`src/rtl/ros2_eth_rx_adapter_pkg.sv`:
```
// Shared IP header constants, field struct and FSM encodings for the ROS2 Ethernet RX adapter.
// ROS2_ETH_RX_PROTO_FILTER_EN adds the DROP state used by the protocol filter.
package ros2_eth_rx_adapter_pkg;

    localparam int         IP_HDR_SIZE            = 20;
    localparam logic [4:0] IP_HDR_OFFSET_TOS      = 5'd1;
    localparam logic [4:0] IP_HDR_OFFSET_TOT_LEN  = 5'd2;
    localparam logic [4:0] IP_HDR_OFFSET_ID       = 5'd4;
    localparam logic [4:0] IP_HDR_OFFSET_FRAG_OFF = 5'd6;
    localparam logic [4:0] IP_HDR_OFFSET_TTL      = 5'd8;
    localparam logic [4:0] IP_HDR_OFFSET_PROTOCOL = 5'd9;
    localparam logic [4:0] IP_HDR_OFFSET_CHECK    = 5'd10;
    localparam logic [4:0] IP_HDR_OFFSET_SADDR    = 5'd12;
    localparam logic [4:0] IP_HDR_OFFSET_DADDR    = 5'd16;
    localparam logic [7:0] IP_PROTO_UDP           = 8'd17;

`ifdef ROS2_ETH_RX_PROTO_FILTER_EN
    typedef enum logic [1:0] {
        ST_IDLE    = 2'd0,
        ST_HDR     = 2'd1,
        ST_PAYLOAD = 2'd2,
        ST_DROP    = 2'd3
    } state_t;
`else
    typedef enum logic [1:0] {
        ST_IDLE    = 2'd0,
        ST_HDR     = 2'd1,
        ST_PAYLOAD = 2'd2
    } state_t;
`endif

    typedef struct packed {
        logic [3:0]  version;
        logic [3:0]  ihl;
        logic [5:0]  dscp;
        logic [1:0]  ecn;
        logic [15:0] length;
        logic [15:0] identification;
        logic [2:0]  flags;
        logic [12:0] frag_offset;
        logic [7:0]  ttl;
        logic [7:0]  protocol;
        logic [15:0] checksum;
        logic [31:0] source_ip;
        logic [31:0] dest_ip;
    } ip_hdr_t;

endpackage

```
`src/rtl/ros2_eth_rx_adapter_hdr_serializer.sv`:
```
// Combinational big-endian byte picker over a latched IP header.
module ros2_ip_hdr_serializer
    import ros2_eth_rx_adapter_pkg::*;
(
    input  ip_hdr_t    i_hdr,
    input  logic [4:0] i_offset,
    output logic [7:0] o_byte
);

    always_comb begin
        o_byte = 8'h00;
        case (i_offset)
            5'd0:                          o_byte = {i_hdr.version, i_hdr.ihl};
            IP_HDR_OFFSET_TOS:             o_byte = {i_hdr.dscp, i_hdr.ecn};
            IP_HDR_OFFSET_TOT_LEN:         o_byte = i_hdr.length[15:8];
            IP_HDR_OFFSET_TOT_LEN + 5'd1:  o_byte = i_hdr.length[7:0];
            IP_HDR_OFFSET_ID:              o_byte = i_hdr.identification[15:8];
            IP_HDR_OFFSET_ID + 5'd1:       o_byte = i_hdr.identification[7:0];
            IP_HDR_OFFSET_FRAG_OFF:        o_byte = {i_hdr.flags, i_hdr.frag_offset[12:8]};
            IP_HDR_OFFSET_FRAG_OFF + 5'd1: o_byte = i_hdr.frag_offset[7:0];
            IP_HDR_OFFSET_TTL:             o_byte = i_hdr.ttl;
            IP_HDR_OFFSET_PROTOCOL:        o_byte = i_hdr.protocol;
            IP_HDR_OFFSET_CHECK:           o_byte = i_hdr.checksum[15:8];
            IP_HDR_OFFSET_CHECK + 5'd1:    o_byte = i_hdr.checksum[7:0];
            IP_HDR_OFFSET_SADDR:           o_byte = i_hdr.source_ip[31:24];
            IP_HDR_OFFSET_SADDR + 5'd1:    o_byte = i_hdr.source_ip[23:16];
            IP_HDR_OFFSET_SADDR + 5'd2:    o_byte = i_hdr.source_ip[15:8];
            IP_HDR_OFFSET_SADDR + 5'd3:    o_byte = i_hdr.source_ip[7:0];
            IP_HDR_OFFSET_DADDR:           o_byte = i_hdr.dest_ip[31:24];
            IP_HDR_OFFSET_DADDR + 5'd1:    o_byte = i_hdr.dest_ip[23:16];
            IP_HDR_OFFSET_DADDR + 5'd2:    o_byte = i_hdr.dest_ip[15:8];
            IP_HDR_OFFSET_DADDR + 5'd3:    o_byte = i_hdr.dest_ip[7:0];
            default:                       o_byte = 8'h00;
        endcase
    end

endmodule

```
`src/rtl/ros2_eth_rx_adapter.sv`:
```
// Re-serialises a decoded IP header plus AXI-Stream payload into the ROS2 core byte FIFO.
// Define ROS2_ETH_RX_PROTO_FILTER_EN to drop packets whose protocol differs from FILTER_PROTO.
module ros2_eth_rx_adapter
    import ros2_eth_rx_adapter_pkg::*;
#(
    parameter logic [7:0] FILTER_PROTO = IP_PROTO_UDP
)
(
    input  logic        i_clk,
    input  logic        i_rst,
    input  logic        i_enable,
    input  logic        i_rx_hdr_valid,
    output logic        o_rx_hdr_ready,
    input  logic [3:0]  i_rx_ip_version,
    input  logic [3:0]  i_rx_ip_ihl,
    input  logic [5:0]  i_rx_ip_dscp,
    input  logic [1:0]  i_rx_ip_ecn,
    input  logic [15:0] i_rx_ip_length,
    input  logic [15:0] i_rx_ip_identification,
    input  logic [2:0]  i_rx_ip_flags,
    input  logic [12:0] i_rx_ip_fragment_offset,
    input  logic [7:0]  i_rx_ip_ttl,
    input  logic [7:0]  i_rx_ip_protocol,
    input  logic [15:0] i_rx_ip_header_checksum,
    input  logic [31:0] i_rx_ip_source_ip,
    input  logic [31:0] i_rx_ip_dest_ip,
    input  logic        i_rx_payload_tvalid,
    output logic        o_rx_payload_tready,
    input  logic [7:0]  i_rx_payload_tdata,
    input  logic        i_rx_payload_tlast,
    output logic [7:0]  o_dout_data,
    input  logic        i_dout_full_n,
    output logic        o_dout_wr_en,
    output logic        o_len_err
);

    state_t      r_state;
    state_t      w_state_next;
    ip_hdr_t     r_hdr;
    ip_hdr_t     w_hdr_in;
    logic [4:0]  r_offset;
    logic [15:0] r_count;
    logic        r_len_err;
    logic [7:0]  w_hdr_byte;
    logic        w_hdr_fire;
    logic        w_hdr_write;
    logic        w_pay_beat;
    logic        w_drop;
    logic [15:0] w_count_next;
    logic [15:0] w_expected;
    logic        w_len_bad;

    assign w_hdr_in = '{
        version:        i_rx_ip_version,
        ihl:            i_rx_ip_ihl,
        dscp:           i_rx_ip_dscp,
        ecn:            i_rx_ip_ecn,
        length:         i_rx_ip_length,
        identification: i_rx_ip_identification,
        flags:          i_rx_ip_flags,
        frag_offset:    i_rx_ip_fragment_offset,
        ttl:            i_rx_ip_ttl,
        protocol:       i_rx_ip_protocol,
        checksum:       i_rx_ip_header_checksum,
        source_ip:      i_rx_ip_source_ip,
        dest_ip:        i_rx_ip_dest_ip
    };

`ifdef ROS2_ETH_RX_PROTO_FILTER_EN
    assign w_drop = (i_rx_ip_protocol != FILTER_PROTO);
`else
    assign w_drop = 1'b0;
`endif

    assign w_hdr_fire   = (r_state == ST_IDLE) && i_enable && i_rx_hdr_valid;
    assign w_hdr_write  = (r_state == ST_HDR) && i_dout_full_n;
    assign w_pay_beat   = (r_state == ST_PAYLOAD) && i_rx_payload_tvalid && i_dout_full_n;
    assign w_count_next = r_count + 16'd1;
    // Expected payload size wraps modulo 16 bits; a sub-20 length is always an error.
    assign w_expected   = r_hdr.length - 16'(IP_HDR_SIZE);
    assign w_len_bad    = (w_count_next != w_expected) || (r_hdr.length < 16'(IP_HDR_SIZE));

    ros2_ip_hdr_serializer u_hdr_serializer (
        .i_hdr    (r_hdr),
        .i_offset (r_offset),
        .o_byte   (w_hdr_byte)
    );

    always_ff @(posedge i_clk) begin
        if (i_rst) begin
            r_state   <= ST_IDLE;
            r_hdr     <= '0;
            r_offset  <= '0;
            r_count   <= '0;
            r_len_err <= 1'b0;
        end else begin
            r_state   <= w_state_next;
            r_len_err <= 1'b0;
            if (w_hdr_fire) begin
                r_hdr    <= w_hdr_in;
                r_offset <= '0;
                r_count  <= '0;
            end
            if (w_hdr_write) begin
                r_offset <= r_offset + 5'd1;
            end
            if (w_pay_beat) begin
                r_count <= w_count_next;
                if (i_rx_payload_tlast) begin
                    r_len_err <= w_len_bad;
                end
            end
        end
    end

    assign o_len_err = r_len_err;

    // Outputs are forced low while reset is held so the FIFO never sees a stray write.
    always_comb begin
        w_state_next        = r_state;
        o_rx_hdr_ready      = 1'b0;
        o_rx_payload_tready = 1'b0;
        o_dout_wr_en        = 1'b0;
        o_dout_data         = 8'h00;
        if (!i_rst) begin
            case (r_state)
                ST_IDLE: begin
                    o_rx_hdr_ready = i_enable;
                    if (w_hdr_fire) begin
                        w_state_next = w_drop ? state_t'(2'd3) : ST_HDR;
                    end
                end
                ST_HDR: begin
                    o_dout_data  = w_hdr_byte;
                    o_dout_wr_en = i_dout_full_n;
                    if (w_hdr_write && (r_offset == 5'(IP_HDR_SIZE - 1))) begin
                        w_state_next = ST_PAYLOAD;
                    end
                end
                ST_PAYLOAD: begin
                    o_rx_payload_tready = i_dout_full_n;
                    o_dout_data         = i_rx_payload_tdata;
                    o_dout_wr_en        = i_rx_payload_tvalid && i_dout_full_n;
                    if (w_pay_beat && i_rx_payload_tlast) begin
                        w_state_next = ST_IDLE;
                    end
                end
`ifdef ROS2_ETH_RX_PROTO_FILTER_EN
                ST_DROP: begin
                    o_rx_payload_tready = 1'b1;
                    if (i_rx_payload_tvalid && i_rx_payload_tlast) begin
                        w_state_next = ST_IDLE;
                    end
                end
`endif
                default: begin
                    w_state_next = ST_IDLE;
                end
            endcase
        end
    end

endmodule

```
`config.mk`:
```
export PLATFORM = sky130hd
export DESIGN_NAME = ros2_eth_rx_adapter
export DESIGN_NICKNAME = d
export VERILOG_FILES = /design/src/rtl/ros2_eth_rx_adapter_pkg.sv /design/src/rtl/ros2_eth_rx_adapter_hdr_serializer.sv /design/src/rtl/ros2_eth_rx_adapter.sv
export SDC_FILE = /design/constraint.sdc
export NUM_CORES = 1
export LEC_CHECK = 0
export CORE_MARGIN = 2
export CORE_UTILIZATION = 44
export CTS_CLUSTER_DIAMETER = 200
export DETAILED_ROUTE_END_ITERATION = 8
export PLACE_DENSITY = 0.7
export REMOVE_ABC_BUFFERS = 1
export SYNTH_ARGS = -nofsm -noshare
export SYNTH_HDL_FRONTEND = slang
export SYNTH_SLANG_ARGS = --single-unit
export TNS_END_PERCENT = 100
```
`constraint.sdc`:
```
create_clock -name i_clk -period 4.2 [get_ports i_clk]
set_clock_uncertainty 0.05 [all_clocks]
set_input_delay 1.05 -clock i_clk [delete_from_list [all_inputs] [get_ports i_clk]]
set_output_delay 1.05 -clock i_clk [all_outputs]
set_load 0.02 [all_outputs]
```
==> qor.yml, run 1 <==
drt-total-wl_um: 27870
synth_area_per_cell_um2: 7.527
critPathLaunch: "r_offset[1]$_SDFFE_PP0P_"
n_antenna_cell: 0
design.core.area_mm2: 0.02010
antenna_left: 0
post-route-period-util_pct: 95.85
crit_family: "compound AO/OA/AOI/OAI gates"
yosys_warnings: 0
die_w_um: 146.7
dp_hpwl_um: 20110
vias_per_cell: 5.482
synth_area_leader_cell: "dfxtp_1"
cts_tree: "built"
cts.sinks: 184
place_inst: 1585
ctsHoldBuffers: 0
rsz0062_at_grt: "no"
nets: 1520
dr_total_vias: 8870
vdd_ir_drop_max_mv: 0.2497
worstMarginPinSlew_ns: 0.8047
place_congestion: 0.9633
critPathMaxStageDelay_ns: 0.42
dieArea_mm2: 0.02152
path_depth: 10
final_cells: 1618
ioPinCount: 187
yosysMostFrequentCell: "nand2_1"
synth_edf_count: 0
path_buf_inv: 3
fin_area_mm2: 0.01173
cap_violations: 0
cts.path.max_buffers: 2
grt_pass1_vias: 8488
setup_tns_ns: 0
synthTopCellsByCount: "368 x nand2_1, 198 x a21oi_1, 184 x dfxtp_1"
crit_path_end_kind: "primary output"
finalHoldViolCount: 0
yosysSeqAreaShare_pct: 41.12
pre_cts_slack_ns: 0.3062
synth_top_area_share_pct: 41.12
min_period_ns: 4.026
path_class: "flop to primary output"
dr.pass1.iters: 5
crit_path_start_kind: "flop"
finish.utilization_pct: 58.36
port_buffers: 186
critPathArrivalTime_ns: 2.93
hold_path_class: "flop to flop"
syn_inst: 1190
crit_path_end: "o_dout_data[3]"
synth_flop_cell: "dfxtp_1"
relSlewSlack_pct: 46.35
rows: 52
path_cells: "inv_1 > ha_1 > buf_4 > a22o_1 > a32oi_1 > o2111ai_1 > a21o_1 > o21ai_0 > a21oi_1 > dlygate4sd2_1"
routedWlPerCell_um: 17.23
reg2reg_to: "o_len_err$_SDFF_PP0_"
numCtsBuffers: 17
gr-usage-all-layers_pct: 25.91
drv_slew: 0
clkLatencyLatePin_ns: 0.43
hold_start: "r_hdr[157]$_SDFFE_PP0P_"
async_reset_ff_share_pct: 0
initial_core_util_pct: 44.55
r2r_slack_ns: 1.65
r2r_start: "r_count[0]$_SDFFE_PP0P_"
ys_types: 69
grt-ovfl-total: 0
setup_viol_count_final: 0
place_area_mm2: 0.01110
grt_antenna_before_repair: 0
timing.final.ws_setup_ns: 0.1741
grt_first_pass_wirelength_um: 44640
status: "finished, final reports clean"
ys_ff_latch: 184
p_per_area_mw_per_mm2: 346.4
yosys-top-cells-area: "dfxtp_1 41%, nand2_1 15%, a21oi_1 11%, clkbuf_1 3.0%, xnor2_1 2.6%"
clkSlewWorstSetupHoldPaths_ns: 0.08
die-height_um: 146.7
cts.htree.levels: 4
cellLeakagePower_nw: 4.217
drive_gt1_share_pct: 6.677
netlist_area_mm2: 0.008957
reg2reg_depth: 8
areaGrowthSynthToFinish_pct: 31.00
cp.required_ns: 3.10
drtIter0Drc: 741
p_total_mw: 4.064
drc: 0
holdWs_ns: 0.4060
crit_slowest_cell: "dfxtp_1"
grt_max_degree: 187
max_freq_mhz: 248.4
root_buffer: "clkbuf_16"
path_max_fanout: 9
cells in the final DEF, fill, tap and decap left out, types with 4 or more instances in the layout:
cell type,count
nand2_1,368
a21oi_1,198
dfxtp_1,183
clkdlybuf4s50_1,177
nor2_1,50
o21ai_0,32
xnor2_1,27
buf_4,25
nand3_1,23
a22oi_1,21
clkbuf_16,17
a22o_1,13
mux2i_1,12
a32oi_1,12
xor2_1,10
nand4_1,10
nor3_1,10
inv_1,10
ha_1,9
a31oi_1,7
nor2b_1,7
buf_12,7
and3_1,6
a221oi_1,6
clkinv_8,6
and2_1,5
mux2_2,5
dlymetal6s2s_1,5
or3_1,4
nor4_1,4
nand2b_1,4
nor3b_1,4
inv_6,4
state kept, by name, summed over array words and instances (netlist names):
name	count
o_len_err	1
r_count	16
r_hdr	160
r_offset	5
r_state	2
kinds of logic (layout without fill, tap and decap cells):
| logic type | after synthesis | count (layout) | synth area share, % |
|---|---|---|---|
| buffers and inverters | 102 | 260 | 4.861 |
| and+or+nand+nor | 518 | 518 | 25.27 |
| xor gates and xnor gates | 39 | 39 | 4.177 |
| muxes | 18 | 18 | 2.221 |
| DFF | 184 | 184 | 41.12 |
| adders and majority gates | 10 | 10 | 1.397 |
| AOI/OAI and AO/OA | 319 | 319 | 20.95 |
layer usage:
| metal | global-route usage (%) | vias up | wire length, um |
|---|---|---|---|
| li1 | - | 4383 | - |
| met1 | 34.84 | 4067 | 12140 |
| met2 | 40.33 | 353 | 12650 |
| met3 | 6.000 | 67 | 2135 |
| met4 | 10.29 | 0 | 943 |
| met5 | 0 | - | 0 |
worst min-delay path, cell delays in order, from the launching register on:
cell and delay [ns]:
dfxtp_1 0.31, nand2_1 0.05, a21oi_1 0.05
layout make-up:
class	instances	area [um2]
fillers	1810	8371
clock inverters	14	172.7
inverters	10	37.54
well taps	270	337.8
flip-flops and latches	184	3685
clock buffers	18	429.2
multi-input cells	904	4872
repair buffers	218	2200
power breakdown:
part,internal (mW),switching [mW]
logic,0.291,0.278
clock network,0.805,0.787
registers,1.83,0.0722
repair_timing:
action                     in CTS  in global routing
pin swaps                       1                  1
resized for setup               7                  8
setup endpoints to repair       8                  7
setup buffers                   1                  0
how the worst min path moves through the flow:
stage	depth (start not counted)	end	slack (ns)
4_1_cts	2	r_hdr[156]$_SDFFE_PP0P_	0.41
2_1_floorplan	2	r_hdr[1]$_SDFFE_PP0P_	0.38
5_1_grt	2	r_hdr[0]$_SDFFE_PP0P_	0.43
3_5_place_dp	2	r_hdr[156]$_SDFFE_PP0P_	0.40
3_3_place_gp	2	r_hdr[15]$_SDFFE_PP0P_	0.39
6_report	2	r_hdr[157]$_SDFFE_PP0P_	0.41
No activity file was read; power rests on OpenSTA's default activity.
==> run 2, diff against run 1 <==
- CORE_ASPECT_RATIO: unset -> 2
- SLEW_MARGIN: unset -> 20
==> run 2 against run 1 <==
- sequential cell count unchanged
- routed wire length increased by 8.6%
- combinational power increased by 3%
- via count increased by 2.5%
==> qor.yml, run 2 (synthesis gave the netlist of run 1 again) <==
cellLeakagePower_nw: 4.234  # +0.38%
dr.pass1.iters: 5  # unchanged
antenna_left: 0  # unchanged
p_sw_share_pct: 25.44  # -2.6 points
root_buffer: "clkbuf_16"
p_switching_mw: 1.046  # -8.0%
final_cells: 1616  # -0.12%
dieArea_mm2: 0.02158  # +0.32%
status: "finished, final reports clean"
crit_family: "compound AO/OA/AOI/OAI gates"
hold_path_class: "flop to flop"
comb_power_share_pct: 14.3  # +0.3 points
min_period_ns: 4.129  # +0.1026 ns
cap_violations: 0  # unchanged
worstMarginPinSlew_ns: 1.047  # +0.2422 ns
pwr-share-seq_pct: 46.2  # -0.6 points
rsz0062_at_grt: "no"
max_freq_mhz: 242.2  # -2.5%
crit_slowest_cell: "clkdlybuf4s50_1"
cts_tree: "built"
grt-ovfl-total: 0  # unchanged
dp_hpwl_um: 22750  # +13%
setup_viol_count_final: 0  # unchanged
relSlewSlack_pct: 30.20  # -16 points
cts.sinks: 184  # unchanged
pre_cts_slack_ns: 0.2382  # -0.06803 ns
gr-usage-all-layers_pct: 27.67  # +1.8 points
timing.final.ws_setup_ns: 0.07149  # -0.1026 ns
cp.required_ns: 3.10  # about the same
p_per_area_mw_per_mm2: 349.6  # +0.95%
rows: 73  # +40%
initial_core_util_pct: 44.99  # +0.43 points
post-route-period-util_pct: 98.30  # +2.4 points
port_buffers: 186  # unchanged
grt_first_pass_wirelength_um: 46140  # +3.4%
regMostFlops: "r_hdr"
vdd_ir_drop_max_mv: 0.2255  # -9.7%
finalHoldViolCount: 0  # unchanged
clockPowerShare_pct: 39.5  # +0.3 points
dr_total_vias: 9089  # +2.5%
drt-total-wl_um: 30260  # +8.6%
finish.utilization_pct: 59.09  # +0.72 points
drive_gt1_share_pct: 7.533  # +0.86 points
path_buf_inv: 3  # unchanged
place_congestion: 0.9989  # +3.7%
clkLatencyLatePin_ns: 0.44  # about the same
clkSlewWorstSetupHoldPaths_ns: 0.07  # about the same
internal_power_mw: 3.067  # +4.8%
path_common_cell: "a21oi_1"
drv_slew: 0  # unchanged
place_inst: 1582  # -0.19%
cts.htree.levels: 4  # unchanged
drtIter0Drc: 587  # -21%
largest_register_ffs: 160  # unchanged
vias_per_cell: 5.624  # +2.6%
n_antenna_cell: 0  # unchanged
crit_path_start_kind: "flop"
path_class: "flop to primary output"
nets: 1527  # +0.46%
path_max_fanout: 17  # +8
critPathMaxStageDelay_ns: 0.55  # +0.13 ns
grt_pass1_vias: 9044  # +6.6%
crit_path_end_kind: "primary output"
routedWlPerCell_um: 18.73  # +8.7%
path_cells: "inv_1 > ha_1 > buf_12 > a221oi_1 > a211oi_1 > a21oi_1 > o21ai_0 > o21ai_1 > a21oi_1 > clkdlybuf4s50_1"
reg.largest.list: "r_hdr: 160 flops, r_count: 16 flops, r_offset: 5 flops"
critPathArrivalTime_ns: 3.03  # +0.10 ns
cts.path.max_buffers: 2  # unchanged
areaGrowthSynthToFinish_pct: 31.34
ioPinCount: 187  # unchanged
design.core.area_mm2: 0.01991  # -0.96%
final_cell_mix: "368 x nand2_1, 198 x a21oi_1, 180 x dfxtp_1"
die_w_um: 104.9  # -28%
setup_tns_ns: 0  # unchanged
die-height_um: 205.8  # +40%
grt_max_degree: 103  # -45%
grt_antenna_before_repair: 0  # unchanged
drc: 0  # unchanged
layout_commonest_cell: "nand2_1"
numCtsBuffers: 17  # unchanged
## run 2: cell count changes in the layout (fill, tap and decap cells not counted), sizes merged
cell / before / now
clkinv: 8 / 2
dlygate4sd2: 3 / 1
buf: 33 / 40
clkbuf: 18 / 22
inv: 16 / 11
clkdlybuf4s50: 177 / 178
bufinv: 0 / 2
dlymetal6s2s: 5 / 6
clkinvlp: 0 / 4
## run 2: final cells by class
cell class / instances / area, um2
Fill cell: 1953 / 8147
Multi-Input combinational cell: 904 / 4883
Sequential cell: 184 / 3689
Timing Repair Buffer: 225 / 2227
Clock buffer: 22 / 484.2
Tap cell: 262 / 327.8
Clock inverter: 9 / 116.4
Inverter: 10 / 37.54
## run 2: per-stage QoR
step	hold WS, ns	power (mW)	cell area (um2)
floorplan	0.3760	2.195	8559
global placement	0.3918	2.511	11090
detailed placement	0.3973	2.518	11090
CTS	0.4060	4.131	11740
global route	0.4220	4.247	11770
finish	0.4065	4.113	11770
## run 2: timing repair
item                       4_1_cts  5_1_grt
setup buffers                    3        0
resized for setup               12       12
setup endpoints to repair        8        8
pin swaps                        1        2
hold buffers                     0        0
## run 2: worst register-to-register path, stage by stage, from the launching register on
cell,delay (ns)
dfxtp_1,0.45
ha_1,0.32
nand3_4,0.19
nor3_1,0.48
xor2_1,0.35
nand3_1,0.11
o311ai_0,0.49
a21oi_1,0.12
## run 2: layer usage
metal / up-vias / wire length, um / GRT usage (%)
met5: - / 0 / 0
met4: 0 / 2078 / 19.05
met3: 114 / 1215 / 3.864
met2: 340 / 16480 / 52.71
met1: 4243 / 10490 / 27.07
li1: 4392 / - / -
## run 2: final timing paths
path                                               start                 endpoint  slack (ns)  cells past startpoint
worst min register to register   r_hdr[127]$_SDFFE_PP0P_  r_hdr[127]$_SDFFE_PP0P_        0.41                      2
worst min-delay path             r_hdr[127]$_SDFFE_PP0P_  r_hdr[127]$_SDFFE_PP0P_        0.41                      2
worst max-delay path            r_offset[1]$_SDFFE_PP0P_           o_dout_data[5]        0.07                     10
worst max register to register   r_count[0]$_SDFFE_PP0P_     o_len_err$_SDFF_PP0_        1.52                      7
## run 2: power groups by stage
| stage | clock network (mW) | registers (mW) | logic (mW) |
|---|---|---|---|
| after floorplan | 0 | 1.91 | 0.287 |
| after global placement | 0 | 1.94 | 0.572 |
| after detailed placement | 0 | 1.94 | 0.580 |
| after CTS | 1.64 | 1.90 | 0.589 |
| after global routing | 1.70 | 1.91 | 0.641 |
| final | 1.62 | 1.90 | 0.588 |
